File: src/rtl/aes_round_ctrl.sv
// rtl/aes_round_ctrl.sv - iterative AES encryption round sequencer for an external round datapath
//
// Accepts one plaintext block, applies the initial AddRoundKey with rk0, then
// issues ROUNDS passes through an external round datapath and returns the
// ciphertext on a valid/ready port.
//
// Ports:
//   clk, reset                  rising-edge clock, synchronous active-high reset
//   in_valid/in_ready/in_data   plaintext input handshake (byte 0 in [127:120])
//   rk0                         round key 0, sampled only on the accept edge
//   dp_valid_in/dp_data_in      one-cycle issue strobe and state to the datapath
//   dp_round/dp_last            round-key index and MixColumns-bypass flag
//   dp_valid_out/dp_data_out    datapath result
//   out_valid/out_ready/out_data ciphertext output handshake
//   busy                        high whenever not idle
//   err_timeout/err_spurious    sticky error flags, cleared only by reset

module aes_round_ctrl #(
  parameter int DATA_W  = 128,
  parameter int ROUNDS  = 10,
  parameter int TIMEOUT = 15
) (
  input  logic              clk,
  input  logic              reset,
  input  logic              in_valid,
  output logic              in_ready,
  input  logic [DATA_W-1:0] in_data,
  input  logic [DATA_W-1:0] rk0,
  output logic              dp_valid_in,
  output logic [DATA_W-1:0] dp_data_in,
  output logic [3:0]        dp_round,
  output logic              dp_last,
  input  logic              dp_valid_out,
  input  logic [DATA_W-1:0] dp_data_out,
  output logic              out_valid,
  input  logic              out_ready,
  output logic [DATA_W-1:0] out_data,
  output logic              busy,
  output logic              err_timeout,
  output logic              err_spurious
);

  typedef enum logic [1:0] {
    S_IDLE  = 2'd0,
    S_ISSUE = 2'd1,
    S_WAIT  = 2'd2,
    S_DONE  = 2'd3
  } state_e;

  localparam logic [3:0] LAST_ROUND = 4'(ROUNDS);
  localparam logic [7:0] WAIT_LIMIT = 8'(TIMEOUT - 1);

  state_e            state_q, state_d;
  logic [DATA_W-1:0] blk_q, blk_d;
  logic [3:0]        round_q, round_d;
  logic [7:0]        wait_cnt_q, wait_cnt_d;
  logic              err_to_q, err_to_d;
  logic              err_sp_q, err_sp_d;

  always_ff @(posedge clk) begin
    if (reset) begin
      state_q    <= S_IDLE;
      blk_q      <= '0;
      round_q    <= '0;
      wait_cnt_q <= '0;
      err_to_q   <= 1'b0;
      err_sp_q   <= 1'b0;
    end else begin
      state_q    <= state_d;
      blk_q      <= blk_d;
      round_q    <= round_d;
      wait_cnt_q <= wait_cnt_d;
      err_to_q   <= err_to_d;
      err_sp_q   <= err_sp_d;
    end
  end

  always_comb begin
    state_d    = state_q;
    blk_d      = blk_q;
    round_d    = round_q;
    wait_cnt_d = wait_cnt_q;
    err_to_d   = err_to_q;
    err_sp_d   = err_sp_q;

    case (state_q)
      S_IDLE: begin
        if (dp_valid_out) err_sp_d = 1'b1;
        if (in_valid) begin
          // Initial AddRoundKey is done here; the datapath only sees rounds 1..ROUNDS.
          blk_d   = in_data ^ rk0;
          round_d = 4'd1;
          state_d = S_ISSUE;
        end
      end

      S_ISSUE: begin
        if (dp_valid_out) err_sp_d = 1'b1;
        wait_cnt_d = '0;
        state_d    = S_WAIT;
      end

      S_WAIT: begin
        if (wait_cnt_q != 8'hFF) wait_cnt_d = wait_cnt_q + 8'd1;
        // A result on the expiry cycle takes priority over the timeout.
        if (dp_valid_out) begin
          blk_d = dp_data_out;
          if (round_q == LAST_ROUND) begin
            state_d = S_DONE;
          end else begin
            round_d = round_q + 4'd1;
            state_d = S_ISSUE;
          end
        end else if (wait_cnt_q == WAIT_LIMIT) begin
          err_to_d = 1'b1;
          round_d  = '0;
          state_d  = S_IDLE;
        end
      end

      S_DONE: begin
        if (dp_valid_out) err_sp_d = 1'b1;
        if (out_ready) state_d = S_IDLE;
      end

      default: state_d = S_IDLE;
    endcase
  end

  assign in_ready     = (state_q == S_IDLE);
  assign busy         = (state_q != S_IDLE);
  assign dp_valid_in  = (state_q == S_ISSUE);
  assign out_valid    = (state_q == S_DONE);
  assign dp_data_in   = blk_q;
  assign out_data     = blk_q;
  assign dp_round     = round_q;
  assign dp_last      = (state_q == S_ISSUE) && (round_q == LAST_ROUND);
  assign err_timeout  = err_to_q;
  assign err_spurious = err_sp_q;

endmodule

File: config.mk
export PLATFORM = sky130hd
export DESIGN_NAME = aes_round_ctrl
export DESIGN_NICKNAME = d
export VERILOG_FILES = /design/src/rtl/aes_round_ctrl.sv
export SDC_FILE = /design/constraint.sdc
export NUM_CORES = 1
export LEC_CHECK = 0
export CORE_AREA = 2 2 253 255
export CTS_BUF_LIST = sky130_fd_sc_hd__clkbuf_8 sky130_fd_sc_hd__clkbuf_16
export CTS_CLUSTER_DIAMETER = 50
export DETAILED_ROUTE_END_ITERATION = 6
export DIE_AREA = 0 0 255 257
export PLACE_DENSITY = 0.38
export SYNTH_ARGS = -nofsm -noshare
export SYNTH_HDL_FRONTEND = slang
export SYNTH_SLANG_ARGS = --single-unit
File: constraint.sdc
create_clock -name clk -period 1.6 [get_ports clk]
set_clock_uncertainty 0.1 [all_clocks]
set_input_delay 0.24 -clock clk [delete_from_list [all_inputs] [get_ports clk]]
set_output_delay 0.24 -clock clk [all_outputs]
set_load 0.01 [all_outputs]
==> impl_results.md <==
* Global route hottest layer: met2
* Least-Margin Pin Slew at 533.2 ps
* Count of vias placed by the detailed router at 9,758
* Residual overflow from global routing at 0
* Timing-limited maximum frequency at 576.8 MHz
* Core Area at 62,740 um^2
* Dpl cell area at 15,600 um^2
* Worst ir drop on vdd at 665.9 uV
* Max Fanout on Critical Path at 5
* Top FF cell, synth: sky130_fd_sc_hd__dfxtp_1
* Placement Rows at 92
* Cell with the largest stage delay on the worst path: sky130_fd_sc_hd__or4_1
* HP Class: primary input to flop
* Count of pins on the block boundary at 656
* Critical path cell sequence: buf_12 -> buf_12 -> nand2b_4 -> a41o_1 -> or4_1 -> a21oi_1
* Global-route wire length before repair at 65,500 um
* Crit-path max cell delay at 480 ps
* Starting Density at 13.41%
* Final Instance Count excl. Fillers at 2,547
* Net switching power of the design at 4.279 mW
* Clock power share at 30.6%
* Synth cell types at 38
* GR Util met3 at 3.945%
* Finished layout cell area at 17,610 um^2
* Unrepaired setup endpoints after global routing: yes
* Die extent in y at 257 um
* Setup Slack @ Placement at -403.1 ps
* Detailed-route wire length at 49,530 um
* Cell internal pwr at 9.189 mW
* RePlAce Congestion at 0.7608
* Most repeated library cell on the critical path: sky130_fd_sc_hd__buf_12
* Clock buffers created by TritonCTS at 17
* Die outline area at 65,540 um^2
* CTS Root Cell: sky130_fd_sc_hd__clkbuf_16
* Final Critical Period at 1734 ps
* Placed cell count at 2,466
* Worst EP arrival at 2030 ps
* Port bufs at 655
* Average via count per standard cell at 3.831
* DRC violations left at 0
* Global-route track usage on met1 at 14.71%
* Setup_tns at -7411 ps
* Violated checks: setup timing
* Worst Path Required at 1890 ps
* Total Routing Usage GR at 13.91%
* Switching share of power at 31.77%
* Number of max-cap violations at 0
* Number of sinks on the clock net at 144
* Kind of end point of the critical path: flop
* Critical path startpoint category: flop
* Clock-pin slew of the registers on the worst-case setup and hold paths at 70 ps
* Final net count at 2,081
* Synth Warn # at 0
* Area growth from synthesis to final layout at 109.3%
* Routed Antenna Nets at 0
* Leakage power at 7.484 nW
* Part of the cycle the worst path needs at 108.4%
* Final slew viol count at 0
* Layout cell share with drive strength beyond 1 at 19.53%
* Post-synthesis sequential area ratio at 34.26%
* Status: complete, but fails checks
* Combinational power share at 37.4%
* Hold violation count in the final report at 0
* Number of levels in the clock H-tree at 4
* Mapped Cells at 1,081
* Met2 track demand over resource at 26.25%
* Commonest cells after routing, fill and taps aside: 387 x sky130_fd_sc_hd__clkdlybuf4s50_1, 252 x sky130_fd_sc_hd__dlygate4sd2_1, 213 x sky130_fd_sc_hd__nand2_1
* Initial DRC Count at 315
* Horiz. Die Dim at 255 um
* Cts hold-fix bufs at 0
* First-pass DRT Iterations at 4
* Most frequent standard cell in the layout excluding fill and tap cells: sky130_fd_sc_hd__clkdlybuf4s50_1
* EDFF count, synth at 0
* Post-synth ARST share at 0%
* Crit Path Category: flop to flop
* Power per standard cell area at 764.8 nW/um^2
* Average footprint of a synthesized cell at 7.784 um^2
* Vias in the first global route at 9,855
* Max_slew headroom at 64.30%
* Post-synthesis cell area at 8414 um^2
* Minimum setup slack in the final design at -133.7 ps
* Maximum root-to-sink buffer count at 2
* Design Power at 13.47 mW
* Proportion of power drawn by flip-flops and latches at 32.0%
* Number of nets produced by synthesis at 1,474
* Clock latency of the later-clocked register in the worst-skew pair at 470 ps
* Number of fill cells at 6,770
* Final setup fails at 122
* Final routed wire length divided by cell count at 19.45 um
* Placed wire-length estimate after detailed placement at 34,690 um
* Clock tree from TritonCTS: built
* Number of flip-flops and latches in the synthesized netlist at 144
* Maximum number of pins on one net before global-route repair at 60
* Number of antenna violations at the first check in global routing at 0
power by group through the flow:
| stage | clock (mW) | sequential [mW] | combinational [mW] |
|---|---|---|---|
| after global routing | 4.46 | 4.35 | 5.43 |
| final | 4.12 | 4.30 | 5.04 |
| after global placement | 0 | 4.38 | 4.53 |
| after floorplan | 0 | 4.35 | 1.84 |
| after detailed placement | 0 | 4.37 | 4.51 |
| after CTS | 4.32 | 4.30 | 4.74 |
cell type report:
type / instances / area (um^2) / share of cell area [%]
Antenna cell: 1 / 2.502 / 0.01421
Clock buffer: 20 / 466.7 / 2.650
Clock inverter: 11 / 115.1 / 0.6537
Inverter: 6 / 22.52 / 0.1279
Multi-Input combinational cell: 726 / 4637 / 26.33
Sequential cell: 144 / 2950 / 16.76
Tap cell: 846 / 1059 / 6.012
Timing Repair Buffer: 793 / 8356 / 47.45
stage by stage:
step | util (%) | hold WS, ps
2_1_floorplan | - | 280.5
3_3_place_gp | 24.86 | 362.9
3_5_place_dp | 24.86 | 365.6
4_1_cts | 26.78 | 58.34
5_1_grt | 28.06 | 77.01
6_report | 28.07 | 87.59
critical path: cells and delay by family (launching register included):
family | cells | cell delay, ps
AO/OA/AOI/OAI | 2 | 380
buffers and inverters | 2 | 200
flip-flops | 1 | 390
AND/OR/NAND/NOR | 2 | 580
registers in the layout (all words and copies together) (netlist names):
name and flops:
dp_data_in 128, dp_round 4, err_spurious 1, err_timeout 1, state_q 2, wait_cnt_q 8
synth_stat cells, types with 5 or more instances:
| cell type | count | area share (%) |
|---|---|---|
| sky130_fd_sc_hd__or3_1 | 5 | 0.37 |
| sky130_fd_sc_hd__nor2_1 | 8 | 0.36 |
| sky130_fd_sc_hd__o21ai_0 | 5 | 0.30 |
| sky130_fd_sc_hd__o211ai_1 | 129 | 12 |
| sky130_fd_sc_hd__clkbuf_1 | 38 | 1.7 |
| sky130_fd_sc_hd__xnor2_1 | 128 | 13 |
| sky130_fd_sc_hd__buf_1 | 7 | 0.31 |
| sky130_fd_sc_hd__buf_4 | 128 | 11 |
| sky130_fd_sc_hd__a21oi_1 | 141 | 8.4 |
| sky130_fd_sc_hd__inv_1 | 6 | 0.27 |
| sky130_fd_sc_hd__nand3_1 | 7 | 0.42 |
| sky130_fd_sc_hd__nand2_1 | 264 | 12 |
| sky130_fd_sc_hd__dfxtp_1 | 144 | 34 |
| sky130_fd_sc_hd__buf_2 | 32 | 1.9 |
worst paths after layout:
check                              startpoint                     endpoint  slack, ps  cells past startpoint
hold reg to reg   dp_data_in[15]$_SDFFE_PP0P_  dp_data_in[15]$_SDFFE_PP0P_        370                      2
hold / removal                          reset  dp_data_in[44]$_SDFFE_PP0P_         90                      2
setup reg to reg      state_q[1]$_SDFFE_PP0P_   wait_cnt_q[5]$_SDFFE_PP0P_       -130                      6
setup / recovery      state_q[1]$_SDFFE_PP0P_   wait_cnt_q[5]$_SDFFE_PP0P_       -130                      6
cells by family (layout without fill, tap and decap cells):
| logic type | after synthesis | after routing | synth area share [%] |
|---|---|---|---|
| muxes | 2 | 2 | 0.2528 |
| adders and majority gates | 4 | 4 | 0.5948 |
| AOI/OAI and AO/OA | 287 | 287 | 21.29 |
| other | 0 | 1 | 0 |
| DFF | 144 | 144 | 34.26 |
| buffers and inverters | 211 | 830 | 15.60 |
| and+or+nand+nor | 305 | 305 | 14.68 |
| xor gates and xnor gates | 128 | 128 | 13.32 |
per-layer routing:
metal / vias to the layer above / wire length [um]
met5: - / 0
met4: 0 / 1057
met3: 42 / 3363
met2: 430 / 26430
met1: 4479 / 18680
li1: 4807 / -
what timing repair did:
action / in CTS / in global routing
setup endpoints to repair: 399 / 149
gates cloned: 16 / 14
setup buffers: 18 / 5
pin swaps: 31 / 83
hold endpoints to repair: 0 / 0
gates resized for setup: 416 / 150
Note: power is estimated with default switching activity, not from simulation.
